===== src/rtl/oam_dma_if.sv =====
// -----------------------------------------------------------------------------
// oam_dma_if -- one arbiter slot of the CPU system bus.
//
// Handshake: the initiator raises bus_req and presents bus_addr/bus_we/bus_dout;
// a transfer happens on a rising clk edge where bus_req and bus_rdy are both 1.
// While bus_rdy is 0 the initiator holds address, write enable and data stable.
// bus_din is valid in any cycle where a read (bus_we=0) is granted.
//
// Signals:
//   bus_req  initiator -> arbiter  request for the bus
//   bus_rdy  arbiter -> initiator  grant; slot owns the bus this cycle
//   bus_addr initiator -> bus      16-bit address
//   bus_we   initiator -> bus      write enable
//   bus_dout initiator -> bus      write data
//   bus_din  bus -> initiator      read data
// -----------------------------------------------------------------------------
interface oam_dma_if;
    logic        bus_req;
    logic        bus_rdy;
    logic [15:0] bus_addr;
    logic        bus_we;
    logic [7:0]  bus_dout;
    logic [7:0]  bus_din;

    modport master (
        output bus_req,
        output bus_addr,
        output bus_we,
        output bus_dout,
        input  bus_rdy,
        input  bus_din
    );

    modport slave (
        input  bus_req,
        input  bus_addr,
        input  bus_we,
        input  bus_dout,
        output bus_rdy,
        output bus_din
    );
endinterface


===== src/rtl/oam_dma.sv =====
// -----------------------------------------------------------------------------
// oam_dma -- sprite DMA engine. A write to $4014 (delivered as trig + trig_page)
// copies LEN bytes from CPU page {trig_page,00..FF} to the OAM data port DST,
// one read followed by one write per byte, through a single arbiter slot.
//
// Ports:
//   clk        system (CPU) clock, rising edge
//   reset      asynchronous active-high reset; aborts any transfer silently
//   trig       one-cycle pulse: CPU wrote $4014
//   trig_page  source page captured with trig
//   busy       high from the cycle after trig until DONE completes
//   done       one-cycle completion pulse
//   dbg_state  current FSM state encoding (observation only)
//   bus        initiator side of the arbiter slot (oam_dma_if.master)
// -----------------------------------------------------------------------------
module oam_dma #(
    parameter int          LEN = 256,
    parameter logic [15:0] DST = 16'h2004
) (
    input  logic       clk,
    input  logic       reset,
    input  logic       trig,
    input  logic [7:0] trig_page,
    output logic       busy,
    output logic       done,
    output logic [2:0] dbg_state,
    oam_dma_if.master  bus
);

    typedef enum logic [2:0] {
        S_IDLE  = 3'd0,
        S_REQ   = 3'd1,
        S_DUMMY = 3'd2,
        S_ALIGN = 3'd3,
        S_READ  = 3'd4,
        S_WRITE = 3'd5,
        S_DONE  = 3'd6
    } state_t;

    localparam logic [8:0] LAST_IDX = 9'(LEN - 1);

    state_t      state_q, state_d;
    logic [7:0]  page_q, page_d;
    logic [8:0]  idx_q, idx_d;
    logic [7:0]  data_q, data_d;
    logic        phase_q;

    logic        req_q, req_d;
    logic        we_q, we_d;
    logic [15:0] addr_q, addr_d;
    logic        busy_q, busy_d;
    logic        done_q, done_d;

    // Next-state and datapath. Every transition out of a bus-owning state is
    // qualified by bus_rdy, so a preempted cycle leaves everything untouched.
    always_comb begin
        state_d = state_q;
        page_d  = page_q;
        idx_d   = idx_q;
        data_d  = data_q;
        case (state_q)
            S_IDLE: begin
                if (trig) begin
                    page_d  = trig_page;
                    idx_d   = '0;
                    state_d = S_REQ;
                end
            end
            S_REQ: begin
                if (bus.bus_rdy) state_d = S_DUMMY;
            end
            S_DUMMY: begin
                // A halt that lands on a put cycle needs one more idle cycle
                // so that reads always start on a get cycle.
                if (bus.bus_rdy) state_d = phase_q ? S_ALIGN : S_READ;
            end
            S_ALIGN: begin
                if (bus.bus_rdy) state_d = S_READ;
            end
            S_READ: begin
                if (bus.bus_rdy) begin
                    data_d  = bus.bus_din;
                    state_d = S_WRITE;
                end
            end
            S_WRITE: begin
                if (bus.bus_rdy) begin
                    idx_d   = idx_q + 9'd1;
                    state_d = (idx_q == LAST_IDX) ? S_DONE : S_READ;
                end
            end
            S_DONE: begin
                state_d = S_IDLE;
            end
            default: begin
                state_d = S_IDLE;
            end
        endcase
    end

    // Output values for the next cycle, decoded from the next state so the
    // outputs themselves come straight from flops.
    always_comb begin
        req_d  = (state_d != S_IDLE) && (state_d != S_DONE);
        we_d   = (state_d == S_WRITE);
        busy_d = (state_d != S_IDLE);
        done_d = (state_d == S_DONE);
        case (state_d)
            S_READ:         addr_d = {page_d, idx_d[7:0]};  // low byte wraps inside the page
            S_IDLE, S_DONE: addr_d = '0;
            default:        addr_d = DST;
        endcase
    end

    always_ff @(posedge clk or posedge reset) begin
        if (reset) begin
            state_q <= S_IDLE;
            page_q  <= '0;
            idx_q   <= '0;
            data_q  <= '0;
            phase_q <= 1'b0;
            req_q   <= 1'b0;
            we_q    <= 1'b0;
            addr_q  <= '0;
            busy_q  <= 1'b0;
            done_q  <= 1'b0;
        end else begin
            state_q <= state_d;
            page_q  <= page_d;
            idx_q   <= idx_d;
            data_q  <= data_d;
            phase_q <= ~phase_q;  // CPU get/put cycle, free running
            req_q   <= req_d;
            we_q    <= we_d;
            addr_q  <= addr_d;
            busy_q  <= busy_d;
            done_q  <= done_d;
        end
    end

    assign bus.bus_req  = req_q;
    assign bus.bus_we   = we_q;
    assign bus.bus_addr = addr_q;
    assign bus.bus_dout = data_q;
    assign busy         = busy_q;
    assign done         = done_q;
    assign dbg_state    = state_q;

endmodule


===== src/flat_wrapper.sv =====
// flat-port wrapper written by rule: the top's interface ports become plain ports
module oam_dma_flat 
#(
    parameter int          LEN = 256,
    parameter logic [15:0] DST = 16'h2004
)
  (clk, reset, trig, trig_page, busy, done, dbg_state, bus_bus_req, bus_bus_addr, bus_bus_we, bus_bus_dout, bus_bus_rdy, bus_bus_din);
  oam_dma_if bus_i ();
  input  logic clk;
  input  logic reset;
  input  logic trig;
  input  logic [7:0] trig_page;
  output logic busy;
  output logic done;
  output logic [2:0] dbg_state;
  output wire logic [$bits(bus_i.bus_req)-1:0] bus_bus_req;
  output wire logic [$bits(bus_i.bus_addr)-1:0] bus_bus_addr;
  output wire logic [$bits(bus_i.bus_we)-1:0] bus_bus_we;
  output wire logic [$bits(bus_i.bus_dout)-1:0] bus_bus_dout;
  input wire logic [$bits(bus_i.bus_rdy)-1:0] bus_bus_rdy;
  input wire logic [$bits(bus_i.bus_din)-1:0] bus_bus_din;
  assign bus_bus_req = bus_i.bus_req;
  assign bus_bus_addr = bus_i.bus_addr;
  assign bus_bus_we = bus_i.bus_we;
  assign bus_bus_dout = bus_i.bus_dout;
  assign bus_i.bus_rdy = bus_bus_rdy;
  assign bus_i.bus_din = bus_bus_din;
  oam_dma #(.LEN(LEN), .DST(DST)) u_core (.clk(clk), .reset(reset), .trig(trig), .trig_page(trig_page), .busy(busy), .done(done), .dbg_state(dbg_state), .bus(bus_i));
endmodule

===== config.mk =====
export PLATFORM = sky130hd
export DESIGN_NAME = oam_dma_flat
export DESIGN_NICKNAME = d
export VERILOG_FILES = /design/src/rtl/oam_dma_if.sv /design/src/rtl/oam_dma.sv /design/src/flat_wrapper.sv
export SDC_FILE = /design/constraint.sdc
export NUM_CORES = 1
export LEC_CHECK = 0
export CAP_MARGIN = 40
export CORE_MARGIN = 5
export CORE_UTILIZATION = 48
export CTS_BUF_LIST = sky130_fd_sc_hd__clkbuf_16
export CTS_CLUSTER_DIAMETER = 80
export DETAILED_ROUTE_END_ITERATION = 8
export GPL_ROUTABILITY_DRIVEN = 0
export HOLD_SLACK_MARGIN = 0.02
export PLACE_DENSITY = 0.79
export SLEW_MARGIN = 0
export SYNTH_ARGS = -nofsm -noshare
export SYNTH_HDL_FRONTEND = slang
export SYNTH_SLANG_ARGS = --single-unit
export TNS_END_PERCENT = 100

===== constraint.sdc =====
create_clock -name clk -period 2.7 [get_ports clk]
set_input_delay 0.81 -clock clk [delete_from_list [all_inputs] [get_ports clk]]
set_output_delay 0.81 -clock clk [all_outputs]
set_load 0.03 [all_outputs]

Word-level counts from Yosys, hierarchy flattened
Index checks and enable logic that the tools add are counted.

storage, ports and cells
  register bits = 49
  latch bits = 0
  RAM bits = 0
  bits in read-only memories = 0
  bits of input ports = 20
  output and inout bits = 31
  word-level logic and storage cells = 48
  memories = 0

cells by class
  add/sub/neg operators = 1
  multiply operators = 0
  div/mod/pow operators = 0
  magnitude comparators = 0
  equal/unequal tests = 12
  shift-type cells = 0
  multiplexer cells = 15
  bitwise logic cells = 1
  reduce and logical (&&, ||, !) cells = 8

operators by type and width
  cell                                                                    count
  16-bit case mux with 2 select lines                                     1
  3-bit 2-to-1 mux                                                        7
  9-bit 2-to-1 mux                                                        2
  3-bit case mux with 6 select lines                                      1
  9-bit case mux with 2 select lines                                      1
  8-bit 2-to-1 mux                                                        2
  3-bit equality test (second input constant)                             5
  9-bit by 1-bit adder with 9-bit output (second input constant)          1
  9-bit by 8-bit equality test with 1-bit output (second input constant)  1
  3-bit by 2-bit equality test with 1-bit output (second input constant)  2
  3-bit zero test                                                         2
  2-bit inequality test (second input constant)                           2
  3-bit by 1-bit equality test with 1-bit output (second input constant)  1
  3-bit inequality test (second input constant)                           1
  3-bit AND reduction                                                     1
  3-bit nonzero test                                                      1
  2-bit 2-to-1 mux                                                        1
  2-bit AND reduction                                                     1
  2-bit nonzero test                                                      1
  2-bit OR reduction                                                      1
  1-bit logical AND                                                       1
  1-bit inverter                                                          1

Depth between registers and ports, before layout
  depth in word-level cells = 7
  mapped depth = 11
  gate-level depth less buffers = 9

Worst setup path after synthesis
Ideal clock, no wire load.

  kind = reg-to-reg
  from = register u_core.idx_q[0]
  to = register u_core.addr_q[13] (netlist: u_core.bus.bus_addr[13])
  data arrival time = 2195 ps
  data required time = 2573 ps
  path slack = 377 ps
  stages on the path, launching flop included = 11
  path buffers = 1
  clock period less this slack = 2323 ps
  cell sequence = dfrtp_1 > ha_1 > nand2_1 > nor2_1 > and3_1 > ha_1 > nand2b_1 > a32o_1 > or3b_1 > buf_6 > mux2_1

on the way
  longest elaborated chain between the ends = 7

ends and longest elaborated chain
  item                                                           RTL line        RTL
  start: declaration                                             oam_dma.sv:44   logic [8:0] idx_q, idx_d;
  start signal: assignment                                       oam_dma.sv:130  idx_q <= idx_d;
  9-bit by 8-bit equality test with 1-bit output *               oam_dma.sv:89   state_d = (idx_q == LAST_IDX) ? S_DONE : S_READ;
  2-bit 2-to-1 mux *                                             oam_dma.sv:89
  3-bit 2-to-1 mux *                                             oam_dma.sv:87   if (bus.bus_rdy) begin
  3-bit case mux with 6 select lines *                           oam_dma.sv:61   case (state_q)
  named net u_core.state_d[1]                                    oam_dma.sv:42   state_t state_q, state_d;
  3-bit equality test / 3-bit zero test (equally long branches)  oam_dma.sv:108  case (state_d)
  2-bit OR reduction                                             oam_dma.sv:108
  16-bit case mux with 2 select lines *                          oam_dma.sv:108
  named net u_core.addr_d[13]                                    oam_dma.sv:50   logic [15:0] addr_q, addr_d;
  end signal: assignment                                         oam_dma.sv:135  addr_q <= addr_d;
  end: declaration                                               oam_dma.sv:50

The timed path passes the listed nets; every way through them passes the cells marked *.
A chain may end at the register's enable or synchronous reset.

Final worst setup path
  from = input port bus_bus_rdy
  to = register u_core.addr_q[7] (netlist: u_core.bus.bus_addr[7])

on the way
  longest elaborated chain between the ends = 5

ends and longest elaborated chain
  item                                                           RTL line            RTL
  start: declaration                                             flat_wrapper.sv:20  input wire logic [$bits(bus_i.bus_rdy)-1:0] bus_bus_rdy;
  3-bit 2-to-1 mux (on tied branches)                            -
  3-bit case mux with 6 select lines *                           oam_dma.sv:61
  named net u_core.state_d[0]                                    oam_dma.sv:42
  3-bit equality test / 3-bit zero test (equally long branches)  oam_dma.sv:108
  2-bit OR reduction                                             oam_dma.sv:108
  16-bit case mux with 2 select lines *                          oam_dma.sv:108
  named net u_core.addr_d[7]                                     oam_dma.sv:50

The timed path passes the listed nets; every way through them passes the cells marked *. The select of a mux whose other input is x is not followed.

==> impl_metrics.ini <==
[yosys]
synth_area_leaders = dfrtp_1 (62%), mux2_2 (9.1%), buf_6 (3.4%), nor2b_1 (2.9%), and2b_2 (2.2%)
syn-cell-area_um2 = 1970
yosysMostFrequentCell = dfrtp_1
synth_common_cells = dfrtp_1 (49), mux2_2 (16), nand2_1 (11)
yosys_warnings = 0
synth_edf_count = 0
synthCells = 151
synth-seq-cells = 49
seq_area_frac_synth_pct = 62.2
syn-num-nets = 173
synthFlopType = dfrtp_1
synth_top_area_cell = dfrtp_1
yosys.area.top_type_share_pct = 62.2
yosysUniqueCellTypes = 33
synth_area_per_cell_um2 = 13.1
async_flop_share_pct = 100

[global_route]
use_met1_pct = 16.7
grt_overflow_total = 0
grt_start_max_net_pins = 50
met2_usage_pct = 24.6
antenna_found_initial = 0
grtUsageMet3_pct = 7.57
busiest_layer = met2
grtUsageTotal_pct = 15.0
grt_pass1_wl_um = 6230
grt_pass1_vias = 1394

[cells_and_area]
antenna_cells = 0
drive_gt1_share_pct = 19.0
final_nets = 231
syn2layout_area_growth_pct = 35.1
final_area_um2 = 2660

[run_status]
status = finished, final reports clean

[clock_tree]
htreeDepth = 2
cts_setup_buffers = 0
numCtsBuffers = 5
clk_pin_slew_ns = 0.06
cts_resized = 0
cts_tree = done
clkLatencyLatePin_ns = 0.28
ctsHoldBuffers = 0
clock_path_buffers = 2
clockRootBuffer = clkbuf_16
cts_sinks = 49

[detailed_routing]
wire_per_inst_um = 14.2
routed_wl_um = 3690
via_per_inst = 5.15
dr.pass1.iters = 4
drtAntennaViolNets = 0
route.detailed.drc = 0
drtIter0Drc = 78
vias = 1340

[floorplan]
die_x_um = 74.1
fp.coreArea_um2 = 4000
start_util_pct = 49.3
rows = 23
die_h_um = 74.1
die_area_um2 = 5490
io_pins = 51

[critical_path]
path_buf_inv = 2
regToRegSetupSlack_ns = 0.26
critPathSlowestCell = clkdlybuf4s50_1
reg2regPathDepth = 10
required_ns = 2.93
critPathTopFamily = buffers and inverters
r2r_end = u_core.bus.bus_addr[7]$_DFF_PP0_
r2r_start = u_core.idx_q[0]$_DFF_PP0_
worstSetupPathType = in -> reg
cp-start-kind = input port
cp_slowest_stage_delay_ns = 0.50
cp_max_fo = 8
worst_ep_arrival_time_ns = 2.71
end_kind = flop
path_cells = clkdlybuf4s50_1 -> mux2i_1 -> o22ai_1 -> o21a_1 -> or3b_1 -> buf_4 -> and2b_2

[sta]
period_minus_slack_ns = 2.48
finalSetupViolations = 0
slew_headroom_pct = 61.7
rsz0062_at_grt = false
tightest_slew_ns = 0.574
final.setup_skew_ns = 0.00305
slew_violations = 0
worst_slack_ns = 0.218
fin_crit_sh_pct = 91.9
fmax_mhz = 403
hold_viol = 0

[placement]
io_buffer_count = 50
dp_hpwl_um = 2800
place_area_um2 = 2530
place_ws_ns = -0.0498

[min_path]
holdPathEnd = u_core.phase_q$_DFF_PP0_
hold_class = reg -> reg
holdCritStartpoint = u_core.phase_q$_DFF_PP0_
hold_path_depth = 1

[power]
p_leak_uw = 0.00123
power.density_nw_per_um2 = 712
ir_worst_vdd_uv = 419

[flow_run]
cap_violations = 0
==> metal layers <==
| layer | share of wire (%) | vias up | wire length [um] |
|---|---|---|---|
| met4 | 1.4 | 0 | 52 |
| li1 | - | 636 | - |
| met5 | 0 | - | 0 |
| met2 | 47 | 50 | 1720 |
| met1 | 40 | 648 | 1480 |
| met3 | 12 | 6 | 430 |
==> kinds of logic after synthesis <==
| kind of cell | share of synthesized area, % |
|---|---|
| adders and majority gates | 1.27 |
| xor gates and xnor gates | 0.444 |
| and+or+nand+nor | 15.4 |
| buffers and inverters | 4.38 |
| muxes | 11.3 |
| DFF | 62.2 |
| AOI/OAI and AO/OA | 5.01 |
==> flip-flops by register name, indices dropped and copies added (netlist names) <==
name	cells
u_core.bus.bus_addr	16
u_core.idx_q	9
u_core.bus.bus_dout	8
u_core.page_q	8
u_core.dbg_state	3
u_core.bus.bus_req	1
u_core.bus.bus_we	1
u_core.busy	1
u_core.done	1
u_core.phase_q	1
==> layout make-up <==
class                   count  area, um^2
well taps                  50        62.6
inverters                   3        11.3
clock buffers               5         125
repair buffers             59         568
flip-flops and latches     49        1230
fillers                   297        1340
multi-input cells          91         659
clock inverters             3        11.3
==> stage by stage <==
stage / power (uW) / hold WS [ns] / TNS (ns) / std cells / utilization [%]
CTS: 1920 / 0.436 / 0 / 260 / 66.6
detailed placement: 1350 / 0.428 / -0.273 / 252 / 63.2
floorplan: 1160 / 0.405 / 0 / 151 / -
global route: 1990 / 0.472 / 0 / 260 / 66.6
finish: 1900 / 0.437 / 0 / 260 / 66.6
global placement: 1330 / 0.421 / 0 / 252 / 63.2
==> worst max-delay path by stage <==
| stage | from | end | slack [ns] | depth (start not counted) |
|---|---|---|---|---|
| floorplan | u_core.idx_q[0]$_DFF_PP0_ | u_core.bus.bus_addr[13]$_DFF_PP0_ | 0.38 | 10 |
| global placement | bus_bus_rdy | u_core.bus.bus_addr[2]$_DFF_PP0_ | 0.08 | 6 |
| detailed placement | bus_bus_rdy | u_core.bus.bus_addr[7]$_DFF_PP0_ | -0.05 | 7 |
| CTS | bus_bus_rdy | u_core.bus.bus_addr[7]$_DFF_PP0_ | 0.23 | 7 |
| global route | u_core.idx_q[0]$_DFF_PP0_ | u_core.bus.bus_addr[4]$_DFF_PP0_ | 0.11 | 10 |
| finish | bus_bus_rdy | u_core.bus.bus_addr[7]$_DFF_PP0_ | 0.22 | 7 |
==> layout by cell type, fill, tap and decap left out, drive strengths merged <==
master and n:
or3b 1, and3 1, nor2 3, clkdlybuf4s50 50
and2 2, o31ai 2, dfrtp 49, nor3 3
and4b 1, a21oi 2, mux2i 2, nor2b 9
and2b 5, or2 1, xnor2 1, nand2 11
ha 2, nand2b 2, o21ai 7, o21a 1
o22ai 1, nand4 3, clkbuf 5, buf 9
a32o 1, mux2 18, o211ai 2, or2b 1
nor4 1, nand3 8, inv 6
==> report_power, final <==
| part | internal, uW | switching, uW |
|---|---|---|
| sequential | 823 | 65.6 |
| clock | 333 | 234 |
| combinational | 204 | 237 |
| total | 1360 | 536 |
Note: power is estimated with default switching activity, not from simulation.
==> variant 1, RTL diff (same settings) <==
`addr_q` no longer has a reset.
--- a/src/rtl/oam_dma.sv
+++ b/src/rtl/oam_dma.sv
@@ -122,5 +122,4 @@
             req_q   <= 1'b0;
             we_q    <= 1'b0;
-            addr_q  <= '0;
             busy_q  <= 1'b0;
             done_q  <= 1'b0;
@@ -133,8 +132,11 @@
             req_q   <= req_d;
             we_q    <= we_d;
-            addr_q  <= addr_d;
             busy_q  <= busy_d;
             done_q  <= done_d;
         end
+    end
+
+    always_ff @(posedge clk) begin
+        addr_q <= addr_d;
     end
 
Function: changed (Yosys sat finds a counterexample within 4 cycles, from zero or initial values and one cycle with reset high).
==> variant 1 against the unedited design <==
- count of clock-buffer cells in the layout increased by 1
- fmax increased by 0.49%
- design area rose by 2.7%
- critical endpoint is now dbg_state[1]
- area after synthesis grew 0.95%
- sequential cell count did not move
- worst setup slack gained 0.012 ns
- routed wire length rose by 4.9%
- register-to-register slack improved by 0.29 ns
- final cell count grew 8.1%
- clock skew up 0.0043 ns
Power is not compared: it rests on default switching activity, and its combinational part moved more than twofold at a synthesized area within 25%.
==> variant 1: results (changes against the unedited design) <==
metric	value	unit	change
DR WL/cell	13.76	um	-2.9%
Storage cell area	1146	um2	-6.5%
status	finished clean		
Slew Limit Headroom	0.7034		+0.08635
TritonRoute pass-1 iters	4		unchanged
via count	1427		+6.5%
fraction of registers with async set/reset	0.6735		-0.3265
CP max stage cell	clkdlybuf4s50_1		
final net count	252		+9.1%
crit path DAT	1.66	ns	-1.05 ns
Synth area leaders	dfrtp_1 41%, dfxtp_1 16%, nand2_1 6.6%		
Ys Warns	0		unchanged
Layout fillers	310		+4.4%
HPWL Detailed	2.786	mm	-0.61%
syn_nets	196		+13%
Static Leakage	0.001236	uW	
Worst VDD drop	0.6072	mV	
total track usage	0.1544		+0.004604
largest net degree at the start of global routing	34		-32%
port bufs	50		unchanged
DR iter-0 viols	78		unchanged
CTS Root Cell	clkbuf_16		
Worst path top cell family by delay	buffers and inverters		
Post-synth top flop	dfrtp_1		
post-cts resize count	0		unchanged
TritonCTS Buffers	5		unchanged
CTS Buffer Depth	2		unchanged
Commonest cells post-synth	35 x nand2_1, 33 x dfrtp_1, 16 x dfxtp_1		
Crit Path Max Fanout	13		+5
Post-CTS Repair Setup Buffers	0		unchanged
slowest stage delay, CP	0.76	ns	+0.26 ns
register area share after synthesis	0.5757		-0.04609
layout cells sized above 1	0.1429		-0.04762
first-pass GRT wire length	6.548	mm	+5.1%
Setup Skew	0.007327	ns	+0.004277 ns
Min-Delay Path Class	flop to flop		
Unique masters post-synth	40		+21%
initial antenna violation count	0		unchanged
[variant 1: changes by cell type after synthesis, moves of 7 or more]
cell     change
mux2_2       -8
nand3_1      -7
dfxtp_1     +16
nand2_1     +24
dfrtp_1     -16
[variant 1: final cells by class]
class,count,area share
clock buffers,6,0.05487
clock inverters,2,0.01417
inverters,8,0.01097
multi-input cells,109,0.2762
flip-flops and latches,49,0.4188
well taps,50,0.02286
repair buffers,57,0.2021
[variant 1: cells by family (layout without fill, tap and decap cells)]
family,after synthesis,count (layout),synth area share
and+or+nand+nor,70,70,0.1999
DFF,49,49,0.5757
AOI/OAI and AO/OA,20,20,0.07479
muxes,16,16,0.08800
buffers and inverters,16,73,0.04463
adders and majority gates,2,2,0.01257
xor gates and xnor gates,1,1,0.004401
[variant 1: path summary, 6_finish.rpt]
check | start | end | slack [ns] | depth (start not counted)
worst min register to register | u_core.page_q[7]$_DFF_PP0_ | u_core.page_q[7]$_DFF_PP0_ | 0.47 | 2
min in group asynchronous | reset | u_core.page_q[5]$_DFF_PP0_ | 0.94 | 3
worst max-delay path | u_core.dbg_state[1]$_DFF_PP0_ | dbg_state[1] | 0.23 | 1
worst max register to register | u_core.idx_q[2]$_DFF_PP0_ | u_core.bus.bus_addr[5]$_DFF_P_ | 0.55 | 8
max in group asynchronous | reset | u_core.idx_q[0]$_DFF_PP0_ | 1.47 | 3
worst min-delay path | u_core.page_q[7]$_DFF_PP0_ | u_core.page_q[7]$_DFF_PP0_ | 0.47 | 2
[variant 1: where the power goes]
group	internal (uW)	switching, uW
combinational	516	680
sequential	939	109
clock	496	266
[variant 1: per-stage QoR]
stage / utilization / std cells / cell area [um2] / setup slack (ns) / hold slack (ns)
2_1_floorplan: - / 174 / 1991 / 0.7679 / 0.4280
3_5_place_dp: 0.6368 / 273 / 2547 / 0.1070 / 0.4567
5_1_grt: 0.6841 / 281 / 2736 / 0.1921 / 0.4870
4_1_cts: 0.6841 / 281 / 2736 / 0.2225 / 0.4724
3_3_place_gp: 0.6368 / 273 / 2547 / 0.09370 / 0.4406
6_report: 0.6841 / 281 / 2736 / 0.2305 / 0.4713
[variant 1: metal layers]
layer,routed length [um],vias to the layer above,track usage
li1,-,705,-
met1,1738,671,0.1993
met2,1796,44,0.2517
met3,266,7,0.03378
met4,65,0,0.06324
met5,0,-,0
==> variant 2, RTL diff (same settings) <==
Without the edit above. `LEN` is set to 256 in 2 places; all go to 128.
--- a/src/rtl/oam_dma.sv
+++ b/src/rtl/oam_dma.sv
@@ -15,5 +15,5 @@
 // -----------------------------------------------------------------------------
 module oam_dma #(
-    parameter int          LEN = 256,
+    parameter int          LEN = 128,
     parameter logic [15:0] DST = 16'h2004
 ) (
--- a/src/flat_wrapper.sv
+++ b/src/flat_wrapper.sv
@@ -2,5 +2,5 @@
 module oam_dma_flat 
 #(
-    parameter int          LEN = 256,
+    parameter int          LEN = 128,
     parameter logic [15:0] DST = 16'h2004
 )
Behaviour: no difference found for any inputs over 10 cycles, from zero or initial values and one cycle with reset high; that may be too few to reach the edited logic, so the function may still have changed.
==> variant 2 against the unedited design <==
- design area is 7.5% higher
- sequential cell count stayed put
- routed wire length grew 20%
- area after synthesis grew 6.3%
- fmax increased by 9.6%
- worst setup slack better by 0.22 ns
- count of clock-buffer cells in the layout is the same
- critical endpoint is now u_core.bus.bus_addr[6]$_DFF_PP0_
Power is not compared: it rests on default switching activity, and its combinational part moved more than twofold at a synthesized area within 25%.
==> variant 2: results (changes against the unedited design) <==
metric	value	unit	change
capture point of the critical path	u_core.bus.bus_addr[6]$_DFF_PP0_		
Commonest cells post-synth	49 x dfrtp_1, 32 x nand2_1, 12 x a21oi_1		
crit path DAT	2.41	ns	-0.30 ns
status	finished clean		
met1 global-route usage	0.2269		+0.05966
Worst Max-Slew Pin Slew	0.4688	ns	-0.1055 ns
slowest stage delay, CP	0.65	ns	+0.15 ns
final net count	259		+12%
Post-DP Area	2703	um2	+6.9%
register area share after synthesis	0.5851		-0.03675
vias in the first global route	1627		+17%
worst hold slack	0.4717	ns	+0.03508 ns
Worst Hold Endpoint	u_core.page_q[0]$_DFF_PP0_		
R2R cell count	5		-5
Synth area leaders	dfrtp_1 59%, nand2_1 5.7%, mux2_2 4.3%		
final std cells w/o fill	290		+12%
placed cells	283		+12%
final period utilization	0.8383		-0.08080
Worst Hold Depth	2		+1
final wirelength	4.425	mm	+20%
setup slack, reg-to-reg	0.79	ns	+0.53 ns
Worst path top cell family by delay	compound AO/OA/AOI/OAI gates		
routing usage on met3	0.05083		-0.02485
met2 Track Usage GR	0.2705		+0.02448
Unique masters post-synth	46		+39%
DR iter-0 viols	57		-27%
worst r2r src	u_core.dbg_state[0]$_DFF_PP0_		
largest net degree at the start of global routing	29		-42%
via count	1549		+16%
pre-CTS setup slack	0.1864	ns	+0.2363 ns
Synth Area in XOR/XNOR	0.004179		-0.0002625
syn_nets	201		+16%
==> variant 2: changes by cell type in the layout (fill, tap and decap cells not counted), moves of 5 or more <==
cell,change
nand2_1,+21
a21oi_1,+10
mux2_2,-8
nand3_1,-6
and2b_2,-5
==> variant 2: routing by layer <==
| metal | share of wire | wire (um) |
|---|---|---|
| met1 | 0.44 | 1958 |
| met4 | 0.013 | 57 |
| met2 | 0.48 | 2132 |
| met3 | 0.063 | 277 |
| met5 | 0 | 0 |
==> variant 2: area by class of cell <==
| class | count | area, um2 | area share |
|---|---|---|---|
| clock buffers | 5 | 125.1 | 0.04371 |
| clock inverters | 2 | 35.03 | 0.01224 |
| inverters | 5 | 18.77 | 0.006556 |
| multi-input cells | 117 | 792.0 | 0.2767 |
| flip-flops and latches | 49 | 1226 | 0.4283 |
| well taps | 52 | 65.06 | 0.02273 |
| repair buffers | 60 | 600.6 | 0.2098 |
